===== src/rtl/vga_timing_if.sv =====
// Interface for the video timing outputs of vga_timing_gen.
//   ce           : pixel clock enable, driven by the consumer side
//   hsync/vsync  : sync pulses, polarity set by the generator parameters
//   active       : visible pixel; blanking is its complement
//   x, y         : active-region coordinates, 0 outside the active region
//   line_start, frame_start, vblank_start : one-px_clk strobes
//   frame_cnt    : completed frames, wraps at 2^16
interface vga_timing_if #(
  parameter int unsigned XW = 12,
  parameter int unsigned YW = 11
) ();
  logic          ce;
  logic          hsync;
  logic          vsync;
  logic          active;
  logic          blanking;
  logic [XW-1:0] x;
  logic [YW-1:0] y;
  logic          line_start;
  logic          frame_start;
  logic          vblank_start;
  logic [15:0]   frame_cnt;

  modport master (
    input  ce,
    output hsync, vsync, active, blanking, x, y,
    output line_start, frame_start, vblank_start, frame_cnt
  );

  modport slave (
    output ce,
    input  hsync, vsync, active, blanking, x, y,
    input  line_start, frame_start, vblank_start, frame_cnt
  );
endinterface


===== src/rtl/vga_timing_gen.sv =====
// Parametrised VESA-style video timing generator.
// Ports:
//   px_clk : pixel clock, all logic on the rising edge
//   rst    : asynchronous active-low reset
//   vga    : vga_timing_if master modport (ce in; syncs, active/blanking,
//            coordinates, strobes and frame counter out)
// Per axis the order is active, front porch, sync, back porch. Coordinates
// and strobes are one ce-cycle behind the counters; sync/active/blanking are
// 1+PIPE_DLY ce-cycles behind so they line up with a downstream pixel pipe.
module vga_timing_gen #(
  parameter int unsigned H_ACTIVE = 1280,
  parameter int unsigned H_FP     = 48,
  parameter int unsigned H_SYNC   = 112,
  parameter int unsigned H_BP     = 248,
  parameter int unsigned V_ACTIVE = 1024,
  parameter int unsigned V_FP     = 1,
  parameter int unsigned V_SYNC   = 3,
  parameter int unsigned V_BP     = 38,
  parameter bit          HS_POL   = 1'b1,
  parameter bit          VS_POL   = 1'b1,
  parameter int unsigned PIPE_DLY = 0,
  parameter int unsigned XW       = 12,
  parameter int unsigned YW       = 11
) (
  input  logic         px_clk,
  input  logic         rst,
  vga_timing_if.master vga
);

  localparam int unsigned H_TOTAL = H_ACTIVE + H_FP + H_SYNC + H_BP;
  localparam int unsigned V_TOTAL = V_ACTIVE + V_FP + V_SYNC + V_BP;
  localparam int unsigned HW = $clog2(H_TOTAL);
  localparam int unsigned VW = $clog2(V_TOTAL);

  localparam logic [HW-1:0] H_LAST = HW'(H_TOTAL - 1);
  localparam logic [HW-1:0] H_ACT  = HW'(H_ACTIVE);
  localparam logic [HW-1:0] HS_BEG = HW'(H_ACTIVE + H_FP);
  localparam logic [HW-1:0] HS_END = HW'(H_ACTIVE + H_FP + H_SYNC);
  localparam logic [VW-1:0] V_LAST = VW'(V_TOTAL - 1);
  localparam logic [VW-1:0] V_ACT  = VW'(V_ACTIVE);
  localparam logic [VW-1:0] VS_BEG = VW'(V_ACTIVE + V_FP);
  localparam logic [VW-1:0] VS_END = VW'(V_ACTIVE + V_FP + V_SYNC);

  // Pipeline stage layout: {hsync, vsync, active}, already polarity-applied.
  localparam logic [2:0] IDLE_STAGE = {~HS_POL, ~VS_POL, 1'b0};

  logic [HW-1:0] h_cnt_q, h_cnt_d;
  logic [VW-1:0] v_cnt_q, v_cnt_d;
  logic [XW-1:0] x_q;
  logic [YW-1:0] y_q;
  logic          line_start_q, frame_start_q, vblank_start_q;
  logic [15:0]   frame_cnt_q;
  logic          started_q;
  logic [2:0]    pipe_q [PIPE_DLY+1];

  logic       act_raw, hs_raw, vs_raw;
  logic       line_hit, frame_hit, vblank_hit;
  logic [2:0] dec_stage;

  always_comb begin
    h_cnt_d = h_cnt_q;
    v_cnt_d = v_cnt_q;
    if (vga.ce) begin
      if (h_cnt_q == H_LAST) begin
        h_cnt_d = '0;
        v_cnt_d = (v_cnt_q == V_LAST) ? '0 : v_cnt_q + 1'b1;
      end else begin
        h_cnt_d = h_cnt_q + 1'b1;
      end
    end
  end

  always_comb begin
    act_raw    = (h_cnt_q < H_ACT) && (v_cnt_q < V_ACT);
    hs_raw     = (h_cnt_q >= HS_BEG) && (h_cnt_q < HS_END);
    vs_raw     = (v_cnt_q >= VS_BEG) && (v_cnt_q < VS_END);
    line_hit   = (h_cnt_q == '0);
    frame_hit  = line_hit && (v_cnt_q == '0);
    vblank_hit = line_hit && (v_cnt_q == V_ACT);
    dec_stage  = {hs_raw ^ ~HS_POL, vs_raw ^ ~VS_POL, act_raw};
  end

  always_ff @(posedge px_clk or negedge rst) begin
    if (!rst) begin
      h_cnt_q        <= '0;
      v_cnt_q        <= '0;
      x_q            <= '0;
      y_q            <= '0;
      line_start_q   <= 1'b0;
      frame_start_q  <= 1'b0;
      vblank_start_q <= 1'b0;
      frame_cnt_q    <= '0;
      started_q      <= 1'b0;
      for (int unsigned i = 0; i <= PIPE_DLY; i++) begin
        pipe_q[i] <= IDLE_STAGE;
      end
    end else begin
      h_cnt_q        <= h_cnt_d;
      v_cnt_q        <= v_cnt_d;
      // Strobes self-clear on every edge so they last one px_clk even when ce stalls.
      line_start_q   <= vga.ce & line_hit;
      frame_start_q  <= vga.ce & frame_hit;
      vblank_start_q <= vga.ce & vblank_hit;
      if (vga.ce) begin
        x_q       <= act_raw ? XW'(h_cnt_q) : '0;
        y_q       <= act_raw ? YW'(v_cnt_q) : '0;
        pipe_q[0] <= dec_stage;
        for (int unsigned i = 1; i <= PIPE_DLY; i++) begin
          pipe_q[i] <= pipe_q[i-1];
        end
        // The first frame after reset is not a completed frame.
        if (frame_hit) begin
          started_q <= 1'b1;
          if (started_q) begin
            frame_cnt_q <= frame_cnt_q + 16'd1;
          end
        end
      end
    end
  end

  assign vga.hsync        = pipe_q[PIPE_DLY][2];
  assign vga.vsync        = pipe_q[PIPE_DLY][1];
  assign vga.active       = pipe_q[PIPE_DLY][0];
  assign vga.blanking     = ~pipe_q[PIPE_DLY][0];
  assign vga.x            = x_q;
  assign vga.y            = y_q;
  assign vga.line_start   = line_start_q;
  assign vga.frame_start  = frame_start_q;
  assign vga.vblank_start = vblank_start_q;
  assign vga.frame_cnt    = frame_cnt_q;

endmodule


===== src/flat_wrapper.sv =====
// flat-port wrapper written by rule: the top's interface ports become plain ports
module vga_timing_gen_flat 
#(
  parameter int unsigned H_ACTIVE = 1280,
  parameter int unsigned H_FP     = 48,
  parameter int unsigned H_SYNC   = 112,
  parameter int unsigned H_BP     = 248,
  parameter int unsigned V_ACTIVE = 1024,
  parameter int unsigned V_FP     = 1,
  parameter int unsigned V_SYNC   = 3,
  parameter int unsigned V_BP     = 38,
  parameter bit          HS_POL   = 1'b1,
  parameter bit          VS_POL   = 1'b1,
  parameter int unsigned PIPE_DLY = 0,
  parameter int unsigned XW       = 12,
  parameter int unsigned YW       = 11
)
  (px_clk, rst, vga_ce, vga_hsync, vga_vsync, vga_active, vga_blanking, vga_x, vga_y, vga_line_start, vga_frame_start, vga_vblank_start, vga_frame_cnt);
  vga_timing_if #(.XW(XW), .YW(YW)) vga_i ();
  input  logic px_clk;
  input  logic rst;
  input wire logic [$bits(vga_i.ce)-1:0] vga_ce;
  output wire logic [$bits(vga_i.hsync)-1:0] vga_hsync;
  output wire logic [$bits(vga_i.vsync)-1:0] vga_vsync;
  output wire logic [$bits(vga_i.active)-1:0] vga_active;
  output wire logic [$bits(vga_i.blanking)-1:0] vga_blanking;
  output wire logic [$bits(vga_i.x)-1:0] vga_x;
  output wire logic [$bits(vga_i.y)-1:0] vga_y;
  output wire logic [$bits(vga_i.line_start)-1:0] vga_line_start;
  output wire logic [$bits(vga_i.frame_start)-1:0] vga_frame_start;
  output wire logic [$bits(vga_i.vblank_start)-1:0] vga_vblank_start;
  output wire logic [$bits(vga_i.frame_cnt)-1:0] vga_frame_cnt;
  assign vga_i.ce = vga_ce;
  assign vga_hsync = vga_i.hsync;
  assign vga_vsync = vga_i.vsync;
  assign vga_active = vga_i.active;
  assign vga_blanking = vga_i.blanking;
  assign vga_x = vga_i.x;
  assign vga_y = vga_i.y;
  assign vga_line_start = vga_i.line_start;
  assign vga_frame_start = vga_i.frame_start;
  assign vga_vblank_start = vga_i.vblank_start;
  assign vga_frame_cnt = vga_i.frame_cnt;
  vga_timing_gen #(.H_ACTIVE(H_ACTIVE), .H_FP(H_FP), .H_SYNC(H_SYNC), .H_BP(H_BP), .V_ACTIVE(V_ACTIVE), .V_FP(V_FP), .V_SYNC(V_SYNC), .V_BP(V_BP), .HS_POL(HS_POL), .VS_POL(VS_POL), .PIPE_DLY(PIPE_DLY), .XW(XW), .YW(YW)) u_core (.px_clk(px_clk), .rst(rst), .vga(vga_i));
endmodule

===== config.mk =====
export PLATFORM = sky130hd
export DESIGN_NAME = vga_timing_gen_flat
export DESIGN_NICKNAME = d
export VERILOG_FILES = /design/src/rtl/vga_timing_if.sv /design/src/rtl/vga_timing_gen.sv /design/src/flat_wrapper.sv
export SDC_FILE = /design/constraint.sdc
export NUM_CORES = 1
export LEC_CHECK = 0
export ABC_CLOCK_PERIOD_IN_PS = 5550
export CAP_MARGIN = 5
export CORE_MARGIN = 5
export CORE_UTILIZATION = 57
export CTS_CLUSTER_SIZE = 12
export DETAILED_ROUTE_END_ITERATION = 10
export GPL_ROUTABILITY_DRIVEN = 0
export PLACE_DENSITY = 0.84
export SLEW_MARGIN = 20
export SYNTH_ARGS = -nofsm -noshare
export SYNTH_HDL_FRONTEND = slang
export SYNTH_SLANG_ARGS = --single-unit

===== constraint.sdc =====
create_clock -name px_clk -period 5.55 [get_ports px_clk]
set_clock_uncertainty 0.2 [all_clocks]
set_input_delay 1.11 -clock px_clk [delete_from_list [all_inputs] [get_ports px_clk]]
set_output_delay 1.11 -clock px_clk [all_outputs]
set_load 0.05 [all_outputs]

==> impl_results.md, run 1 <==
- Seq pwr share: between 50% and 60%
- Tcrit/Tclk final: approximately three fifths
- Levels on crit path: 5
- Worst Setup SP: vga_ce
- Top-area cell type share of the netlist area: a little over half
- Clock insertion delay at the later pin of the skew report: approximately 330 ps
- Row count: 26
- Pwr dens: 269 nW/µm²
- Number of vias per cell: between 5 and 6
- Worst path bufs/invs: 1
- Critical path data required time: 5570 ps
- CTS root buffer: clkbuf_8
- First-pass GRT wire length: 10,800 µm
- Final Max Slew Viols: 0
- Post-DP HPWL: about 4400 µm
- Io pins: 49
- Int Power: approximately 750 µW
- Ys flop type: dfrtp_1
- ANT nets after route: 0
- Htree depth: 3
- CTS Buffer Depth: 2
- # port buffers: 47
- Top cells by area, synth: dfrtp_1 54%, a22o_1 6.0%, xnor2_1 4.0%
- # setup viols final: 0
- Setup Buffers After CTS: 0
- Layout cells sized above 1: between 8 and 9%
- Die W: around 84 µm
- Pin count of the biggest net entering global routing: 53
- First-pass detailed-route iteration total: 5
- Min-Delay Path Class: register to register
- Most instantiated cells after synthesis: 67 x dfrtp_1, 21 x a22o_1, 20 x nand2_1, 16 x nand3_1
- Ant diodes: 0
- Slowest stage delay, CP: 820 ps
- Top-count cell post-synth: dfrtp_1
- CP delay by family, top: simple AND/OR/NAND/NOR gates
- Clk pwr share: 38.2%
- Syn avg cell area: 11.2 µm²
- Worst Setup EP: u_core.vga.frame_cnt[1]
- Relative slew slack: just over 40%
- Max capacitance violation total: 0
- Synthesized area: around 3000 µm²
- Vias in the first global route: between 2k and 2.5k
- VDD IR-drop max: about 0.00022 V
- Cell taking the most area after synthesis: dfrtp_1
- WL/cell: about 16 µm
- Slew @ Worst Pin: approximately 880 ps
- Net Count, Synth: roughly 290
- DRC violations left: 0
- Worst r2r path cells: 4
- Design Power: 1.01 mW
- Overflow after GRT: 0
- Slowest CP cell: clkdlybuf4s50_1
- Num CTS Buffers: 9
- Seq/Total Area, Yosys: 54.3%
- Core area: approximately 5200 µm²
- Layout Nets: around 330
- EDFF count, synth: 0
- Starting Density: 59.7%
- Gr usage total: around 19%
- Leakage: 1.71 nW
- R2R Path Start: u_core.v_cnt_q[8]
- Initial DRC count: 107
- Worst-path fanout max: 18
- Cts hold-fix bufs: 0
- Synthesized netlist cell count: between 200 and 300
- TritonCTS clock tree: done
- RR Endpoint: u_core.vga.frame_cnt[1]
- Synth cell types: 46
- Final Critical Period: around 3400 ps
- Via count: 2,323
- Worst-path clk slew: roughly 70 ps
- Area Overhead vs Synth: 21.9%
- Initial antenna violation count: 0
- Cts repair resizes: 0
- Setup_tns: 0 ps
- Status: completed
- #FFs+latches synth: 67
- CP Class: primary input to register
- DRT Wirelength: 6460 µm
- Net Sw Power: 259 µW
- Full die area: ~7000 µm²
- Crit path capture type: register
- Worst path cell trace: clkdlybuf4s50_1 -> nor4bb_1 -> nand4_2 -> nor2_2 -> mux2_1
- Unrepaired setup endpoints after global routing: false
- Fmax: 295 MHz
- Clock Sinks: 67
- Ys Warns: 0
- Comb pwr share: under 10%
- CP Launch Type: primary input
- Async set-reset flop share out of synthesis: 100%
- Final Hold Viols: 0
- Critical Path AT: approximately 3400 ps
- Die height: between 80 and 90 µm
- Setup slack, reg-to-reg: around 3000 ps
- Switching Share: between 20% and 30%
-- layer usage --
metal  GRT usage, %  wire length (µm)
met5              0                 0
met2           29.6              3100
met3           3.55               337
met1           26.1              2870
met4           9.50               150
-- sequential cells by signal (all words and copies together) (netlist names), 3 cells and up --
name,count
u_core.vga.y,11
u_core.vga.frame_cnt,16
u_core.v_cnt_q,11
u_core.h_cnt_q,11
u_core.pipe_q,3
u_core.vga.x,11
-- stage by stage --
step / utilization [%] / worst slack, ps / cells / instance area (µm²) / hold WS, ps
after floorplan: - / 2670 / 277 / 3090 / 277
after global placement: 69.2 / 1920 / 379 / 3580 / 264
after detailed placement: 69.2 / 1860 / 379 / 3580 / 279
after CTS: 72.8 / 2180 / 395 / 3770 / 291
after global routing: 72.8 / 2020 / 395 / 3770 / 305
final: 72.8 / 2170 / 395 / 3770 / 280
-- cells by family (layout without fill, tap and decap cells) --
logic type               Yosys count  after routing  share of synthesized area (%)
AO/OA/AOI/OAI                     40             40                           9.80
XOR/XNOR                          27             27                           7.65
adder cells (fa/ha/maj)            6              6                           2.43
buffers and inverters             27             75                           3.64
flip-flops                        67             67                           54.3
multiplexers                       3              3                           1.01
other                              1              1                          0.121
AND/OR/NAND/NOR                  106            106                           21.1
-- area by class of cell --
class,count,area (µm²)
timing repair buffer,48,473
sequential,67,1680
multi-input combinational,183,1300
clock inverter,2,35.0
inverter,11,41.3
fill,355,1410
clock buffer,14,153
tap,70,87.6
-- placed cells by master (no fill, tap or decap), types with 2 or more instances in the layout --
cell type and count:
nand2_1 20, a21oi_1 3, nor4_2 4, inv_1 11, clkbuf_8 10, and2_1 3
nor2b_1 2, nor4_1 4, or2_2 3, and3_1 4, mux2i_1 2, and4_1 6
xnor2_1 14, nor3_1 9, xor2_1 13, clkdlybuf4s50_1 46, nand4_1 13, a22o_1 21
dfrtp_1 67, clkbuf_1 4, nand3_1 16, o21ai_0 8, ha_1 6, or4_1 2
nor2_1 9
-- how the worst min path moves through the flow --
stage / startpoint / cells after the start / slack [ps] / to
floorplan: u_core.v_cnt_q[9] / 1 / 280 / u_core.v_cnt_q[9]
detailed placement: u_core.pipe_q[2] / 1 / 280 / u_core.pipe_q[2]
CTS: u_core.vga.frame_cnt[14] / 1 / 290 / u_core.vga.frame_cnt[14]
global placement: u_core.vga.frame_cnt[15] / 1 / 260 / u_core.vga.frame_cnt[15]
finish: u_core.vga.frame_cnt[15] / 1 / 280 / u_core.vga.frame_cnt[15]
global route: u_core.vga.frame_cnt[15] / 1 / 310 / u_core.vga.frame_cnt[15]
-- power by group through the flow --
| stage | logic, mW | clock network (mW) | registers, mW |
|---|---|---|---|
| 2_1_floorplan | 0.0659 | 0 | 0.536 |
| 3_3_place_gp | 0.0746 | 0 | 0.553 |
| 3_5_place_dp | 0.0772 | 0 | 0.554 |
| 4_1_cts | 0.0791 | 0.392 | 0.546 |
| 5_1_grt | 0.0886 | 0.422 | 0.550 |
| 6_report | 0.0791 | 0.388 | 0.547 |
Power figures use the tool's default switching activity.
==> inputs of run 2 (changes only) <==
- ABC_CLOCK_PERIOD_IN_PS: 5550 -> 2800
- CORE_UTILIZATION: 57 -> 48
- PLACE_DENSITY: 0.84 -> 0.75
- clock period: 5.55 -> 2.8 ns (I/O delays scaled with it)
==> run 2 against run 1 <==
Final area increased by 1.1%. Sequential cell count unchanged. Clock power increased by 85%. Critical path depth unchanged. Total power increased by 93%. First-iteration DRC count increased by 20%. Core utilization decreased by 12 points. Worst setup slack got worse by 1700 ps. Global-route usage decreased by 3.0 points. Non-clock buffer count increased by 4. Critical path type is now register to register.
==> impl_results.md, run 2 (synthesis results as in run 1) <==
- Ant diodes: 0
- Clock insertion delay at the later pin of the skew report: between 300 and 400 ps
- Max capacitance violation total: 0
- # port buffers: 47
- Cts hold-fix bufs: 0
- Overflow after GRT: 0
- Row count: 29
- Post-DP HPWL: around 4400 µm
- Setup slack, reg-to-reg: roughly 420 ps
- Worst-path fanout max: 8
- Net Sw Power: between 500 and 600 µW
- Die W: 90.2 µm
- Relative slew slack: approximately 43%
- Clk pwr share: about 37%
- First-pass detailed-route iteration total: 5
- Vias in the first global route: roughly 2.3k
- Final core utilization: about three fifths
- DRT Wirelength: roughly 6300 µm
- Placed Cells: 390
- WL/cell: between 15 and 20 µm
- Core area: between 6000 and 7000 µm²
- Io pins: between 40 and 50
- Worst r2r path cells: 5
- Unrepaired setup endpoints after global routing: false
- Pwr dens: 512 nW/µm²
- Setup Buffers After CTS: 0
- Layout Nets: approximately 330
- Worst Setup Slack, final: approximately 420 ps
- Clock Sinks: 67
- Via count: ~2.3k
- Final Critical Period: about 2400 ps
- Commonest non-fill, non-tap cells in the layout: 67 x dfrtp_1, 46 x clkdlybuf4s50_1, 21 x a22o_1, 20 x nand2_1, 16 x nand3_1
- Commonest non-fill, non-tap cell in the layout: dfrtp_1
- Num CTS Buffers: 9
- Critical Path AT: ~2400 ps
- CP Class: register to register
- TritonCTS clock tree: done
- Area Overhead vs Synth: 23.3%
- Design Power: approximately 2.0 mW
- Setup_tns: 0 ps
- CP Launch Type: register
- Tcrit/Tclk final: between 80% and 90%
- # fillers: 532
- Cts repair resizes: 0
- Hold WS: just over 30 ps
- Full die area: about 8000 µm²
- Largest register FFs: 16
- Worst-path clk slew: approximately 70 ps
- DP Worst Slack: just under 80 ps
- Gr usage total: ~16%
- Status: completed
- DRC violations left: 0
- Final Hold Viols: 0
- Initial antenna violation count: 0
- # setup viols final: 0
- Htree depth: 3
- Critical path data required time: about 2900 ps
- Number of vias per cell: between 5 and 6
- Layout cells sized above 1: between 10 and 15%
- Placed Instance Area: roughly 3600 µm²
- Int Power: ~1.4 mW
- VDD IR-drop max: between 0.0002 and 0.0003 V
- ANT nets after route: 0
- First-pass GRT wire length: 10,800 µm
- Initial DRC count: roughly 130
- Post-route cell area: 3810 µm²
- Crit path capture type: register
- Slew @ Worst Pin: 860 ps
- Comb pwr share: roughly 8%
- CTS root buffer: clkbuf_8
- Min-Delay Path Class: primary input to async pin
- Seq pwr share: a little under three fifths
- RR Endpoint: u_core.vga.frame_cnt[5]
- Fmax: 421 MHz
- Post-Layout Cell Count: roughly 410
- R2R Path Start: u_core.v_cnt_q[7]
- Switching Share: 25.8%
- Starting Density: around 50%
- Pin count of the biggest net entering global routing: roughly 70
- CTS Buffer Depth: 2
- Final Max Slew Viols: 0
- Die height: between 90 and 100 µm
- Leakage: between 1.5 and 2 nW
==> run 2: how the worst max path moves through the flow <==
stage / to / startpoint
after global routing: u_core.vga.frame_cnt[13] / u_core.v_cnt_q[0]
after global placement: u_core.vga.frame_cnt[9] / vga_ce
after detailed placement: u_core.vga.frame_cnt[9] / vga_ce
after floorplan: u_core.vga.frame_cnt[1] / u_core.v_cnt_q[7]
after CTS: vga_frame_cnt[7] / u_core.vga.frame_cnt[7]
final: u_core.vga.frame_cnt[5] / u_core.v_cnt_q[7]
==> run 2: layout make-up <==
cell class / count / area (µm²) / share of cell area [%]
flip-flops and latches: 67 / 1680 / 44.0
multi-input cells: 183 / 1300 / 34.2
repair buffers: 52 / 515 / 13.5
clock buffers: 13 / 169 / 4.43
well taps: 77 / 96.3 / 2.53
inverters: 11 / 41.3 / 1.08
clock inverters: 2 / 10.0 / 0.263
==> run 2: critical path, cell delays in order, from the launching register on <==
cell	delay, ps
dfrtp_1	420
or4_4	580
or4_1	520
buf_4	200
nor3_1	200
xor2_1	170
==> run 2: metal layers <==
layer,up-vias,part of all wire (%),track usage (%)
li1,1095,-,-
met1,1125,45,20.9
met2,68,47,25.5
met3,13,5.2,3.26
met4,0,2.3,8.81
met5,-,0,0
==> run 2: power by group through the flow <==
stage                     logic (mW)  registers, mW  clock network [mW]
final                          0.155           1.08               0.719
after global routing           0.178           1.09               0.783
after CTS                      0.157           1.08               0.740
after detailed placement       0.157           1.10                   0
after global placement         0.153           1.10                   0
after floorplan                0.131           1.06                   0
==> inputs of run 3 (changes only) <==
- ABC_CLOCK_PERIOD_IN_PS: 2800 -> 2400
- CORE_UTILIZATION: 48 -> 53
- PLACE_DENSITY: 0.75 -> 0.79
- clock period: 2.8 -> 2.4 ns (I/O delays scaled with it)
==> run 3 against run 2 <==
Total power rose by 29%. Combinational power increased by 26%. Sequential share of layout area decreased by 1.9 points. Largest cell class unchanged. Via count up 4.2%. Global-route usage grew 4.5 points. Clock-buffer cell count shrank 1. Critical path type is now register to output pin. Sequential power up 17%.
==> impl_results.md, run 3 (synthesis results as in run 1) <==
- Worst path bufs/invs: 1
- Worst Setup SP: u_core.vga.frame_cnt[2]
- Leakage: roughly 1.8 nW
- WL/cell: about 17 µm
- Final Max Slew Viols: 0
- Worst path cell trace: clkdlybuf4s50_1
- Io pins: 49
- First-pass GRT wire length: 12,300 µm
- Worst hold path startpoint: u_core.vga.frame_cnt[15]
- Slowest CP cell: clkdlybuf4s50_1
- Critical Path AT: around 1600 ps
- Commonest non-fill, non-tap cells in the layout: 67 x dfrtp_1, 46 x clkdlybuf4s50_1, 21 x a22o_1, 20 x nand2_1
- Layout cells sized above 1: roughly 14%
- Initial antenna violation count: 0
- Slew @ Worst Pin: just under 900 ps
- Starting Density: 55.4%
- Commonest non-fill, non-tap cell in the layout: dfrtp_1
- ANT nets after route: 0
- CP Class: register to output pin
- First-pass detailed-route iteration total: 5
- Die W: between 80 and 90 µm
- Num CTS Buffers: 9
- Vias in the first global route: between 2k and 2.5k
- Setup slack, reg-to-reg: just under 80 ps
- Post-DP HPWL: around 4900 µm
- Final Hold Viols: 0
- R2R Path Start: u_core.v_cnt_q[7]
- Overflow after GRT: 0
- Row count: 27
- Area Overhead vs Synth: 28.9%
- Initial DRC count: between 90 and 100
- Gr usage total: 20.7%
- # setup viols final: 0
- Clock insertion delay at the later pin of the skew report: around 340 ps
- Crit path capture type: output pin
- Placed Instance Area: between 3000 and 4000 µm²
- Max capacitance violation total: 0
- CP Launch Type: register
- Core area: about 5600 µm²
- Full die area: 7460 µm²
- Final Critical Period: 2320 ps
- Post-Layout Cell Count: about 420
- # port buffers: between 40 and 50
- Number of vias per cell: about 5.8
- VDD IR-drop max: 0.000408 V
- Hold WS: 269 ps
- Status: completed
- Ant diodes: 0
- Post-route cell area: approximately 4000 µm²
- Setup_tns: 0 ps
- Via count: 2,397
- CTS root buffer: clkbuf_8
- Min-Delay Path Class: register to register
- DRT Wirelength: 6890 µm
- Worst-path clk slew: around 70 ps
- TritonCTS clock tree: done
- Unrepaired setup endpoints after global routing: false
- CTS Buffer Depth: 2
- CP delay by family, top: buffers and inverters
- Pwr dens: 632 nW/µm²
- Fmax: approximately 430 MHz
- Final core utilization: 71.4%
- Slowest stage delay, CP: between 800 and 900 ps
- DRC violations left: 0
- Die height: between 80 and 90 µm
- Htree depth: 3
- Critical path data required time: approximately 1700 ps
- Tcrit/Tclk final: 96.7%
- Clock Sinks: 67
- Layout Nets: 347
- Placed Cells: between 300 and 400
- Largest register FFs: 16
- Pin count of the biggest net entering global routing: between 40 and 50
- Worst-path fanout max: 5
- Relative slew slack: between 40% and 50%
run 3: cell type report:
| cell class | instances | area [µm²] |
|---|---|---|
| timing repair buffer | 66 | 636 |
| tap | 72 | 90.1 |
| multi-input combinational | 183 | 1310 |
| clock buffer | 12 | 155 |
| fill | 391 | 1590 |
| sequential | 67 | 1680 |
| inverter | 11 | 41.3 |
| clock inverter | 4 | 72.6 |
run 3: metal layers:
layer | vias up | routed length (µm) | track usage (%)
li1 | 1121 | - | -
met1 | 1193 | 3060 | 28.1
met2 | 69 | 3390 | 33.0
met3 | 14 | 325 | 4.56
met4 | 0 | 115 | 7.08
met5 | - | 0 | 0
run 3: path summary, 6_finish.rpt:
check / endpoint / depth (start not counted)
max in group asynchronous: u_core.v_cnt_q[5] / 3
hold reg to reg: u_core.vga.frame_cnt[15] / 1
setup reg to reg: u_core.vga.frame_cnt[9] / 5
hold / removal: u_core.vga.frame_cnt[15] / 1
min in group asynchronous: u_core.vga.x[2] / 2
setup / recovery: vga_frame_cnt[2] / 1
run 3: what timing repair did:
action	CTS	global route
setup endpoints to repair	0	4
endpoints found under the hold margin	21	0
setup buffers	0	0
hold buffers	1	0
resized for setup	0	2
run 3: power by group:
part           total [mW]  internal (mW)  switching (mW)
sequential           1.26           1.17          0.0892
combinational       0.196         0.0714           0.125
clock                1.06          0.641           0.419
total                2.52           1.88           0.633
run 3: metrics by stage:
step                total power [mW]  setup WS [ps]
CTS                             2.54           68.5
floorplan                       1.39           58.1
global route                    2.62           4.58
detailed placement              1.47           -169
global placement                1.47           -125
finish                          2.52           79.4
